**src/rtl/pll_phase_ctrl_pkg.sv**
```systemverilog
// Shared types and constants for the EHXPLLL dynamic phase-adjust controller.
package pll_phase_ctrl_pkg;

  typedef enum logic [2:0] {
    ST_IDLE,
    ST_SETUP,
    ST_PULSE,
    ST_HOLD,
    ST_LOAD,
    ST_DONE
  } state_e;

  // PHASESEL encodings for the four PLL outputs.
  localparam logic [1:0] SEL_CLKOP  = 2'd0;
  localparam logic [1:0] SEL_CLKOS  = 2'd1;
  localparam logic [1:0] SEL_CLKOS2 = 2'd2;
  localparam logic [1:0] SEL_CLKOS3 = 2'd3;

  // PHASESTEP and PHASELOADREG are active-low strobes that rest high.
  localparam logic PHASESTEP_IDLE    = 1'b1;
  localparam logic PHASELOADREG_IDLE = 1'b1;

  // Bits needed for a down-counter loaded with (cycles-1) for the longest phase.
  function automatic int timer_width(input int a, input int b, input int c);
    int m;
    m = (a > b) ? a : b;
    m = (m > c) ? m : c;
    return (m <= 1) ? 1 : $clog2(m);
  endfunction

endpackage

```
**src/rtl/sync_2ff.sv**
```systemverilog
// Generic two-flop synchroniser for bringing asynchronous levels into clk.
module sync_2ff #(
  parameter int           W         = 1,
  parameter logic [W-1:0] RESET_VAL = '0
) (
  input  logic         clk,
  input  logic         rst,
  input  logic [W-1:0] d_i,
  output logic [W-1:0] q_o
);

  logic [W-1:0] meta_q;
  logic [W-1:0] sync_q;

  // Two-stage register chain; the first stage may go metastable.
  always_ff @(posedge clk) begin
    // NOTE: non-blocking assignments make both stages sample the old values, forming a real two-flop chain.
    if (rst) begin
      meta_q <= RESET_VAL;
      sync_q <= RESET_VAL;
    end else begin
      meta_q <= d_i;
      sync_q <= meta_q;
    end
  end

  assign q_o = sync_q;

endmodule

```
**src/rtl/pll_phase_ctrl.sv**
```systemverilog
// Sequences PHASESEL/PHASEDIR/PHASESTEP/PHASELOADREG of an ECP5 EHXPLLL and
// tracks the accumulated phase position of each of its four outputs.
module pll_phase_ctrl
  import pll_phase_ctrl_pkg::*;
#(
  parameter int SETUP_CYCLES = 2,
  parameter int PULSE_CYCLES = 4,
  parameter int HOLD_CYCLES  = 2,
  parameter int COUNT_W      = 4,
  parameter int POS_W        = 3
) (
  input  logic               clk,
  input  logic               rst,
  input  logic               req_valid,
  output logic               req_ready,
  input  logic [1:0]         req_sel,
  input  logic               req_dir,
  input  logic [COUNT_W-1:0] req_count,
  input  logic               req_load,
  input  logic               pll_locked,
  output logic [1:0]         phasesel,
  output logic               phasedir,
  output logic               phasestep,
  output logic               phaseloadreg,
  output logic               busy,
  output logic               done,
  output logic               err,
  output logic [4*POS_W-1:0] phase_pos
);

  localparam int TIMER_W = timer_width(SETUP_CYCLES, PULSE_CYCLES, HOLD_CYCLES);

  state_e             state_q, state_d;
  logic [TIMER_W-1:0] timer_q, timer_d;
  logic [COUNT_W:0]   rem_q, rem_d;       // one extra bit so count 0 can mean 2^COUNT_W
  logic               load_q, load_d;
  logic               lost_q, lost_d;     // sticky: lock dropped during this request
  logic [1:0]         phasesel_q, phasesel_d;
  logic               phasedir_q, phasedir_d;
  logic               phasestep_q, phasestep_d;
  logic               phaseloadreg_q, phaseloadreg_d;
  logic [POS_W-1:0]   pos_q [4];
  logic [POS_W-1:0]   pos_d [4];
  logic               lock_ok;
  logic               lost_now;
  logic               accept;

  sync_2ff #(.W(1), .RESET_VAL(1'b0)) u_lock_sync (
    .clk (clk),
    .rst (rst),
    .d_i (pll_locked),
    .q_o (lock_ok)
  );

  assign accept   = req_valid && req_ready;
  assign lost_now = lost_q || !lock_ok;

  // Next-state and strobe sequencing for one request of one or more steps.
  always_comb begin
    // NOTE: every variable gets its hold value first, so no path through the case can infer a latch.
    state_d        = state_q;
    timer_d        = timer_q;
    rem_d          = rem_q;
    load_d         = load_q;
    lost_d         = lost_q;
    phasesel_d     = phasesel_q;
    phasedir_d     = phasedir_q;
    phasestep_d    = phasestep_q;
    phaseloadreg_d = phaseloadreg_q;
    pos_d          = pos_q;

    if (state_q != ST_IDLE && !lock_ok) lost_d = 1'b1;

    unique case (state_q)
      ST_IDLE: begin
        if (accept) begin
          phasesel_d = req_sel;
          phasedir_d = req_dir;
          rem_d      = {req_count == '0, req_count};
          load_d     = req_load;
          lost_d     = 1'b0;
          timer_d    = TIMER_W'(SETUP_CYCLES - 1);
          state_d    = ST_SETUP;
        end
      end
      ST_SETUP: begin
        if (timer_q == '0) begin
          phasestep_d = ~PHASESTEP_IDLE;
          timer_d     = TIMER_W'(PULSE_CYCLES - 1);
          state_d     = ST_PULSE;
        end else begin
          timer_d = timer_q - 1'b1;
        end
      end
      ST_PULSE: begin
        if (timer_q == '0) begin
          phasestep_d       = PHASESTEP_IDLE;
          pos_d[phasesel_q] = phasedir_q ? pos_q[phasesel_q] - POS_W'(1)
                                         : pos_q[phasesel_q] + POS_W'(1);
          rem_d             = rem_q - 1'b1;
          timer_d           = TIMER_W'(HOLD_CYCLES - 1);
          state_d           = ST_HOLD;
        end else begin
          timer_d = timer_q - 1'b1;
        end
      end
      ST_HOLD: begin
        if (timer_q == '0) begin
          if (rem_q != '0 && !lost_now) begin
            timer_d = TIMER_W'(SETUP_CYCLES - 1);
            state_d = ST_SETUP;
          end else if (load_q && !lost_now) begin
            phaseloadreg_d = ~PHASELOADREG_IDLE;
            timer_d        = TIMER_W'(PULSE_CYCLES - 1);
            state_d        = ST_LOAD;
          end else begin
            state_d = ST_DONE;
          end
        end else begin
          timer_d = timer_q - 1'b1;
        end
      end
      ST_LOAD: begin
        if (timer_q == '0) begin
          phaseloadreg_d = PHASELOADREG_IDLE;
          state_d        = ST_DONE;
        end else begin
          timer_d = timer_q - 1'b1;
        end
      end
      ST_DONE: begin
        lost_d  = 1'b0;
        state_d = ST_IDLE;
      end
      default: state_d = ST_IDLE;
    endcase
  end

  // State, strobe and position registers with synchronous reset.
  always_ff @(posedge clk) begin
    if (rst) begin
      state_q        <= ST_IDLE;
      timer_q        <= '0;
      rem_q          <= '0;
      load_q         <= 1'b0;
      lost_q         <= 1'b0;
      phasesel_q     <= SEL_CLKOP;
      phasedir_q     <= 1'b0;
      phasestep_q    <= PHASESTEP_IDLE;
      phaseloadreg_q <= PHASELOADREG_IDLE;
      // NOTE: the position array is architecturally visible state, so unlike a data memory it is reset.
      for (int n = 0; n < 4; n++) pos_q[n] <= '0;
    end else begin
      state_q        <= state_d;
      timer_q        <= timer_d;
      rem_q          <= rem_d;
      load_q         <= load_d;
      lost_q         <= lost_d;
      phasesel_q     <= phasesel_d;
      phasedir_q     <= phasedir_d;
      phasestep_q    <= phasestep_d;
      phaseloadreg_q <= phaseloadreg_d;
      pos_q          <= pos_d;
    end
  end

  for (genvar n = 0; n < 4; n++) begin : g_pos
    assign phase_pos[n*POS_W +: POS_W] = pos_q[n];
  end

  assign req_ready    = (state_q == ST_IDLE) && lock_ok;
  assign busy         = (state_q != ST_IDLE);
  assign done         = (state_q == ST_DONE);
  assign err          = (state_q == ST_DONE) && lost_q;
  assign phasesel     = phasesel_q;
  assign phasedir     = phasedir_q;
  assign phasestep    = phasestep_q;
  assign phaseloadreg = phaseloadreg_q;

endmodule

```
**config.mk**
```make
export PLATFORM = sky130hd
export DESIGN_NAME = pll_phase_ctrl
export DESIGN_NICKNAME = d
export VERILOG_FILES = /design/src/rtl/pll_phase_ctrl_pkg.sv /design/src/rtl/sync_2ff.sv /design/src/rtl/pll_phase_ctrl.sv
export SDC_FILE = /design/constraint.sdc
export NUM_CORES = 1
export LEC_CHECK = 0
export ABC_AREA = 0
export ABC_CLOCK_PERIOD_IN_PS = 4100
export BUFFER_PORTS_ARGS = -buffer_cell sky130_fd_sc_hd__buf_2
export CAP_MARGIN = 40
export CORE_MARGIN = 4
export CORE_UTILIZATION = 58
export DETAILED_ROUTE_END_ITERATION = 16
export MAX_ROUTING_LAYER = met4
export PLACE_DENSITY = 0.83
export SLEW_MARGIN = 25
export SYNTH_ARGS = -nofsm -noshare
export SYNTH_HDL_FRONTEND = slang
export SYNTH_HIERARCHICAL = 1
export SYNTH_SLANG_ARGS = --single-unit
```
**constraint.sdc**
```tcl
create_clock -name clk -period 4.1 [get_ports clk]
set_input_delay 1.025 -clock clk [delete_from_list [all_inputs] [get_ports clk]]
set_output_delay 1.025 -clock clk [all_outputs]
set_load 0.05 [all_outputs]
```
### Yosys cells after proc, flatten, opt, wreduce, memory -nomap -nowiden

Index checks and enable logic that the tools add are counted.

| storage, ports and cells | value |
|---|---|
| flip-flop bits (word level) | 31 |
| logic and storage cells | 98 |

| cells by class | value |
|---|---|
| $add $sub $neg | 4 |
| order comparisons | 2 |
| equality and inequality tests | 14 |
| muxes and demuxes | 36 |
| bitwise logic cells | 1 |
| reductions and logical operators | 26 |

Operator list:

| cell | count |
|---|---|
| $mux W3 | 10 |
| $ne A2 B2 Y1 const B | 8 |
| $pmux W3 S5 | 1 |
| $mux W2 | 7 |
| $bwmux W12 | 1 |
| $mux W5 | 2 |
| $pmux W2 S5 | 1 |
| $pmux W5 S2 | 1 |
| $reduce_and A5 Y1 | 2 |
| $reduce_bool A5 Y1 | 2 |
| $mux W1 | 8 |
| $logic_and A1 B1 Y1 | 7 |
| $bmux W3 S2 | 1 |
| $demux W3 S2 | 1 |
| $eq A3 B2 Y1 const B | 2 |
| $eq A3 B3 Y1 const B | 2 |
| $pmux W1 S2 | 3 |
| $reduce_and A3 Y1 | 2 |
| $reduce_bool A2 Y1 | 3 |
| $sub A5 B1 Y5 const B | 1 |
| $logic_not A4 Y1 | 1 |
| $ne A4 B4 Y1 const B | 1 |
| $reduce_and A2 Y1 | 2 |
| $reduce_and A4 Y1 | 1 |
| 12 further kinds | 13 |

### Depth between registers and ports, before layout

Gate-level depths: netlist of run 1.

| logic depth | value |
|---|---|
| depth after elaboration | 8 |
| gate-level depth with buffers | 8 |

### By module

Netlist of run 1, hierarchy kept.

Modules (own cells, without submodules):

| module | times used | cells each | area an instance (um^2) | seq. area each (um^2) |
|---|---|---|---|---|
| pll_phase_ctrl | 1 | 187 | 1,619.1 | 580.6 |
| sync_2ff | 1 | 4 | 52.6 | 40.0 |

### Least setup slack after synthesis of run 1

Ideal clock, no wire load.

| path | value |
|---|---|
| path type | reg-to-output |
| start point | register state_q[0] |
| end point | output err |
| arrival time | 2,026 ps |
| data required time | 3,075 ps |
| slack | 1,049 ps |
| stages on the path, launching flop included | 6 |
| path buffers | 2 |
| path through | dfxtp_1 -> buf_2 -> clkbuf_1 -> nand2_1 -> nor2_1 -> and2_1 |

| on the way | value |
|---|---|
| longest elaborated chain between the ends | 2 |

RTL lines:

| what | RTL line | text |
|---|---|---|
| start: declaration | pll_phase_ctrl.sv:33 | `state_e state_q, state_d;` |
| start signal: assignment | pll_phase_ctrl.sv:154 | `state_q <= state_d;` |
| $eq A3 B3 Y1 | - |  |
| named net done | pll_phase_ctrl.sv:26 | `output logic done,` |
| $logic_and A1 B1 Y1 | pll_phase_ctrl.sv:174 | `assign err = (state_q == ST_DONE) && lost_q;` |
| end: declaration | pll_phase_ctrl.sv:27 | `output logic err,` |

The timed path passes the listed nets, and every way through them passes these cells.

### Worst setup path in the final report of run 1

| path | value |
|---|---|
| start point | register state_q[2] |
| end point | output req_ready |

| on the way | value |
|---|---|
| longest elaborated chain between the ends | 2 |

RTL lines:

| what | RTL line | text |
|---|---|---|
| $logic_not A3 Y1 | pll_phase_ctrl.sv:171 | `assign req_ready = (state_q == ST_IDLE) && lock_ok;` |
| $logic_and A1 B1 Y1 | pll_phase_ctrl.sv:171 |  |
| end: declaration | pll_phase_ctrl.sv:15 | `output logic req_ready,` |

No other way between the ends.

==> results of run 1 <==
==> path summary, 6_finish.rpt <==
path	to	slack, ns
min reg2reg	u_lock_sync/q_o$_SDFF_PP0_	0.45
max	req_ready	1.34
min	u_lock_sync/q_o$_SDFF_PP0_	0.45
max reg2reg	phase_pos[2]$_SDFFE_PP0P_	1.99
==> area by class of cell <==
cell class / count / area, µm² / area share (%)
clock inverters: 2 / 35.0 / 1.87
clock buffers: 6 / 51.3 / 2.73
multi-input cells: 133 / 926 / 49.3
well taps: 31 / 38.8 / 2.07
inverters: 12 / 45.0 / 2.40
repair buffers: 32 / 160 / 8.53
flip-flops and latches: 31 / 621 / 33.1
==> state kept, by name, indices dropped and copies added (netlist names) <==
register	flops
phasestep	1
phasesel	2
state_q	3
load_q	1
timer_q	2
phaseloadreg	1
lost_q	1
phasedir	1
u_lock_sync/meta_q	1
u_lock_sync/q_o	1
rem_q	5
phase_pos	12
==> routing by layer <==
metal | up-vias | global-route usage, % | share of wire [%]
li1 | 718 | - | -
met1 | 706 | 27.5 | 46
met2 | 36 | 33.5 | 49
met3 | 5 | 3.98 | 3.7
met4 | 0 | 8.18 | 1.3
met5 | - | - | 0
==> where the power goes <==
group | total [mW] | internal, mW | switching, mW | leakage, nW
clock network | 0.249 | 0.144 | 0.105 | 0.0482
registers | 0.333 | 0.315 | 0.0190 | 0.251
logic | 0.127 | 0.0456 | 0.0814 | 0.425
==> stage by stage <==
stage / power, mW / hold slack (ns) / cell area [µm²]
after floorplan: 0.438 / 0.414 / 1670
after global placement: 0.460 / 0.418 / 1790
after detailed placement: 0.466 / 0.427 / 1790
after CTS: 0.714 / 0.455 / 1880
after global routing: 0.744 / 0.479 / 1880
final: 0.710 / 0.451 / 1880
==> kinds of logic (layout without fill, tap and decap cells) <==
family	Yosys count	in the layout	share of synthesized area, %
AOI/OAI and AO/OA	48	48	18.9
and+or+nand+nor	66	66	22.2
muxes	7	7	6.44
DFF	31	31	37.1
adders and majority gates	5	5	4.19
xor gates and xnor gates	7	7	3.67
buffers and inverters	27	52	7.49
==> cells in the final DEF, fill, tap and decap left out, types with 3 or more instances in the layout <==
master,instances
a211oi_1,5
a21oi_1,12
a211o_1,3
mux4_2,3
dfxtp_1,31
nand3_1,3
buf_2,32
clkbuf_4,5
nor2_1,21
nor3_1,3
nor2b_1,4
inv_1,12
o21ai_0,14
ha_1,4
nand2_1,15
mux2i_1,4
xnor2_1,5
nand3b_1,3
==> critical path, cell delays in order (launching register included) <==
cell	delay, ns
dfxtp_1	0.49
or3_1	0.54
nor2_1	0.12
buf_2	0.27
==> results.md, run 1 <==
* CP Launch Type: flip-flop
* DRC Markers at 0
* Post-layout minimum cycle time at 2.76 ns
* Largest vdd supply drop at 0.331 mV
* Via count at 1465
* Initial Util at 60.6%
* Final Non-Filler Cells at 247
* Min-delay worst type: reg2reg
* RSZ-0062 raised after global routing: no
* Iteration-0 DRC Markers at 64
* Routability cong. at 0.924
* Main synth FF type: dfxtp_1
* # H-tree levels at 2
* Clk_skew at 0.00810 ns
* Final WL at 3580 µm
* EDFF count, synth at 0
* Max-slew violation count at 0
* Root Driver: clkbuf_4
* Antenna-violating nets left at 0
* Least-Margin Pin Slew at 0.690 ns
* Max_slew headroom at 53.3%
* Yosys reg bits at 31
* CTS Hold Buffers Added at 0
* Req. time, crit path at 3.07 ns
* Crit path capture type: output pin
* TritonRoute pass-1 iters at 4
* Min-delay src: u_lock_sync/meta_q$_SDFF_PP0_
* Final period utilization at 67.3%
* Setup TNS at 0 ns
* Cell taking the most area after synthesis: dfxtp_1
* Core Area at 2760 µm²
* WL/cell at 14.5 µm
* Lkg Pwr at 0.724 nW
* Antenna violations before repair at 0
* Layout cell share with drive strength beyond 1 at 22.2%
* Crit path max fanout at 18
* Post_cts resized at 0
* Final HPWL DP at 2640 µm
* Min-Delay Path Depth at 1
* Crit path kind: reg2out
* Ys async rst share at 0%
* Total of max-cap violations at 0
* Cell Area, Synth at 1670 µm²
* Worst path arrival time at 1.74 ns
* Die H at 61.7 µm
* Worst Reg-to-Reg Cells at 7
* Final setup violation count at 0
* Post-route setup slack at 1.34 ns
* Num ports at 33
* Nets at 232
* GRT overflow at 0
* Final hold vios at 0
* Top post-synthesis cells by count: dfxtp_1, nor2_1, nand2_1, o21ai_0
* Count leader, synth: dfxtp_1
* Synth warn at 6
* Pre-CTS worst setup slack at 1.69 ns
* Vias per inst at 5.93
* Worst-Skew Late Latency at 0.33 ns
* PortBufs at 32
* PwrDens at 378 nW/µm²
* CTS tree: done
* Number of global-route vias before repair at 1334
* Die Span X at 61.7 µm
* Critical path origin: state_q[2]$_SDFFE_PP0P_
* Top-area cell type share of the netlist area at 37.1%
* Area grow syn2layout at 12.3%
* Die area at 3810 µm²
* Fillers at 215
* Placed cell count at 239
* Max Root-Sink Buffers at 2
* Status: finished clean
* ANT cells at 0
* Final Util at 68.1%
* Post-synthesis sequential area ratio at 37.1%
* First-pass GRT wire length at 5930 µm
* CTS buffer count at 5
* Mean Syn Cell Area at 8.75 µm²
* Netlist cell types at 45
* Std cell rows at 19
* Total GRT Usage at 21.5%
* Mapped Cells at 191
* Largest net degree at the start of global routing at 31
* Syn nets at 208
* CTS Sinks at 31
* Max Clock Freq at 362 MHz
* Synth top area cells: dfxtp_1, nor2_1, o21ai_0
* Worst r2r src: phasesel[1]$_SDFFE_PP0P_
* Clk pin slew, worst setup/hold paths at 0.09 ns
* Setup Buffers After CTS at 0
Note: power is estimated with default switching activity, not from simulation.
==> run 2: changes to the inputs <==
- ABC_AREA: 0 -> 1
- ABC_CLOCK_PERIOD_IN_PS: 4100 -> 2770
- CORE_UTILIZATION: 58 -> 55
- PLACE_DENSITY: 0.83 -> 0.79
- clock period: 4.1 -> 2.77 ns (I/O delays scaled with it)
==> results.md, run 2 <==
* Status: finished clean
* CTS Hold Buffers Added at 0
* CTS buffer count at 5
* Max reg flops at 12
* Netlist cell types at 33
* Fillers at 301
* Std cell rows at 20
* Final hold vios at 0
* Total GRT Usage at 20.5%
* Synth warn at 6
* Least-Margin Pin Slew at 0.521 ns
* Max Root-Sink Buffers at 2
* Lkg Pwr at 1.03 nW
* PwrDens at 775 nW/µm²
* Num ports at 33
* Area of the multi-input gates at 1010 µm²
* GRT overflow at 0
* Top post-synthesis cells by count: nand2_1, dfxtp_1, inv_1, a21oi_1, nor2_1
* Root Driver: clkbuf_4
* Synth top area cells: dfxtp_1, nand2_1, a21oi_1
* Antenna violations before repair at 0
* WL/cell at 11.4 µm
* Routability cong. at 0.942
* DRC Markers at 0
* Cell taking the most area after synthesis: dfxtp_1
* Final Power at 1.60 mW
* Max-slew violation count at 0
* Post-layout minimum cycle time at 2.20 ns
* Main synth FF type: dfxtp_1
* Setup Buffers After CTS at 0
* Worst path arrival time at 2.45 ns
* EDFF count, synth at 0
* Mapped Cells at 243
* Req. time, crit path at 3.02 ns
* CTS tree: done
* Setup TNS at 0 ns
* Die Span X at 65.5 µm
* RSZ-0062 raised after global routing: no
* Mean Syn Cell Area at 7.48 µm²
* Initial Util at 58.6%
* Final period utilization at 79.4%
* Layout cell share with drive strength beyond 1 at 30.0%
* Die area at 4290 µm²
* Commonest non-fill, non-tap cells in the layout: nand2_1, buf_2, dfxtp_1, inv_1, a21oi_1
* Yosys reg bits at 31
* Clk pin slew, worst setup/hold paths at 0.10 ns
* Crit path kind: reg2reg
* Sequential cell area at 621 µm²
* Nets at 296
* Commonest non-fill, non-tap cell in the layout: nand2_1
* Largest vdd supply drop at 0.374 mV
* Number of global-route vias before repair at 1577
* Largest net degree at the start of global routing at 20
* Max_slew headroom at 65.2%
* Min-delay worst type: reg2reg
* Vias per inst at 5.03
* Die H at 65.5 µm
* Area grow syn2layout at 13.7%
* Total of max-cap violations at 0
* Core Area at 3100 µm²
* Iteration-0 DRC Markers at 50
* Antenna-violating nets left at 0
* Post-synthesis sequential area ratio at 34.1%
* Top-area cell type share of the netlist area at 34.1%
* CTS Sinks at 31
* Final setup violation count at 0
* Worst-Skew Late Latency at 0.34 ns
* Final HPWL DP at 2830 µm
* First-pass GRT wire length at 6690 µm
* Final WL at 3690 µm
* Syn nets at 260
* TritonRoute pass-1 iters at 4
* Ys async rst share at 0%
* Cell Area, Synth at 1820 µm²
* Clk_skew at 0.00874 ns
* Crit path capture type: flip-flop
* Crit path max fanout at 5
* CP Launch Type: flip-flop
* Post_cts resized at 0
* # H-tree levels at 2
* Via count at 1631
* Count leader, synth: nand2_1
* PortBufs at 32
* ANT cells at 0
* Max Clock Freq at 454 MHz
run 2: cell types whose count changed after synthesis, sizes merged, moves of 4 or more:
cell | previous run | this run
nand2 | 15 | 46
inv | 12 | 40
a21oi | 12 | 29
nand3 | 3 | 19
nor2 | 21 | 33
o21ai | 14 | 23
clkbuf | 8 | 0
a211oi | 6 | 1
buf | 7 | 3
mux2i | 4 | 0
nor2b | 4 | 0
xnor2 | 5 | 1
run 2: kinds of logic (layout without fill, tap and decap cells):
family	after synthesis	count (layout)	synth area share [%]
xor+xnor	1	1	0.482
buf+inv	45	82	10.5
flops	31	31	34.1
simple gates	105	105	33.3
compound gates	56	56	17.7
fa+ha+maj	5	5	3.85
run 2: final timing paths:
check / from / endpoint / slack, ns / depth (start not counted)
worst max register to register: phasesel[1]$_SDFFE_PP0P_ / phase_pos[2]$_SDFFE_PP0P_ / 0.57 / 13
worst min-delay path: u_lock_sync/meta_q$_SDFF_PP0_ / u_lock_sync/q_o$_SDFF_PP0_ / 0.42 / 2
worst min register to register: u_lock_sync/meta_q$_SDFF_PP0_ / u_lock_sync/q_o$_SDFF_PP0_ / 0.42 / 2
worst max-delay path: phasesel[1]$_SDFFE_PP0P_ / phase_pos[2]$_SDFFE_PP0P_ / 0.57 / 13
run 2: per-stage QoR:
stage	setup WS (ns)	cells	utilization [%]	instance area (µm²)	hold WS, ns
4_1_cts	0.564	324	66.6	2070	0.421
2_1_floorplan	0.117	243	-	1820	0.388
3_5_place_dp	0.578	316	65.0	2020	0.406
5_1_grt	0.339	324	66.6	2070	0.450
3_3_place_gp	0.604	316	65.0	2020	0.398
6_report	0.570	324	66.6	2070	0.416
run 2: area by class of cell:
cell class	count	area share, %
Multi-Input combinational cell	167	48.9
Sequential cell	31	30.0
Inverter	42	8.23
Timing Repair Buffer	32	7.75
Tap cell	44	2.66
Clock buffer	7	2.18
Clock inverter	1	0.242
run 2: critical path, cell delays in order (launching register included):
cell	delay, ns
dfxtp_1	0.42
inv_2	0.06
nand2_2	0.13
nor2_1	0.06
nor3_1	0.18
o21a_1	0.23
inv_1	0.08
fa_1	0.40
xnor2_1	0.18
inv_1	0.07
nand2_1	0.12
nand3_1	0.08
nand2_1	0.07
inv_1	0.03
run 2: layer usage:
metal | global-route usage (%) | share of wire (%) | routed length, µm
met1 | 24.5 | 46 | 1710
met2 | 33.6 | 47 | 1740
met3 | 5.64 | 5.4 | 200
met4 | 6.22 | 1.1 | 40
met5 | - | 0 | 0
run 2: where the power goes:
group,total [mW],internal [mW],switching [mW]
sequential,0.575,0.514,0.0612
clock,0.253,0.0987,0.154
combinational,0.774,0.238,0.535
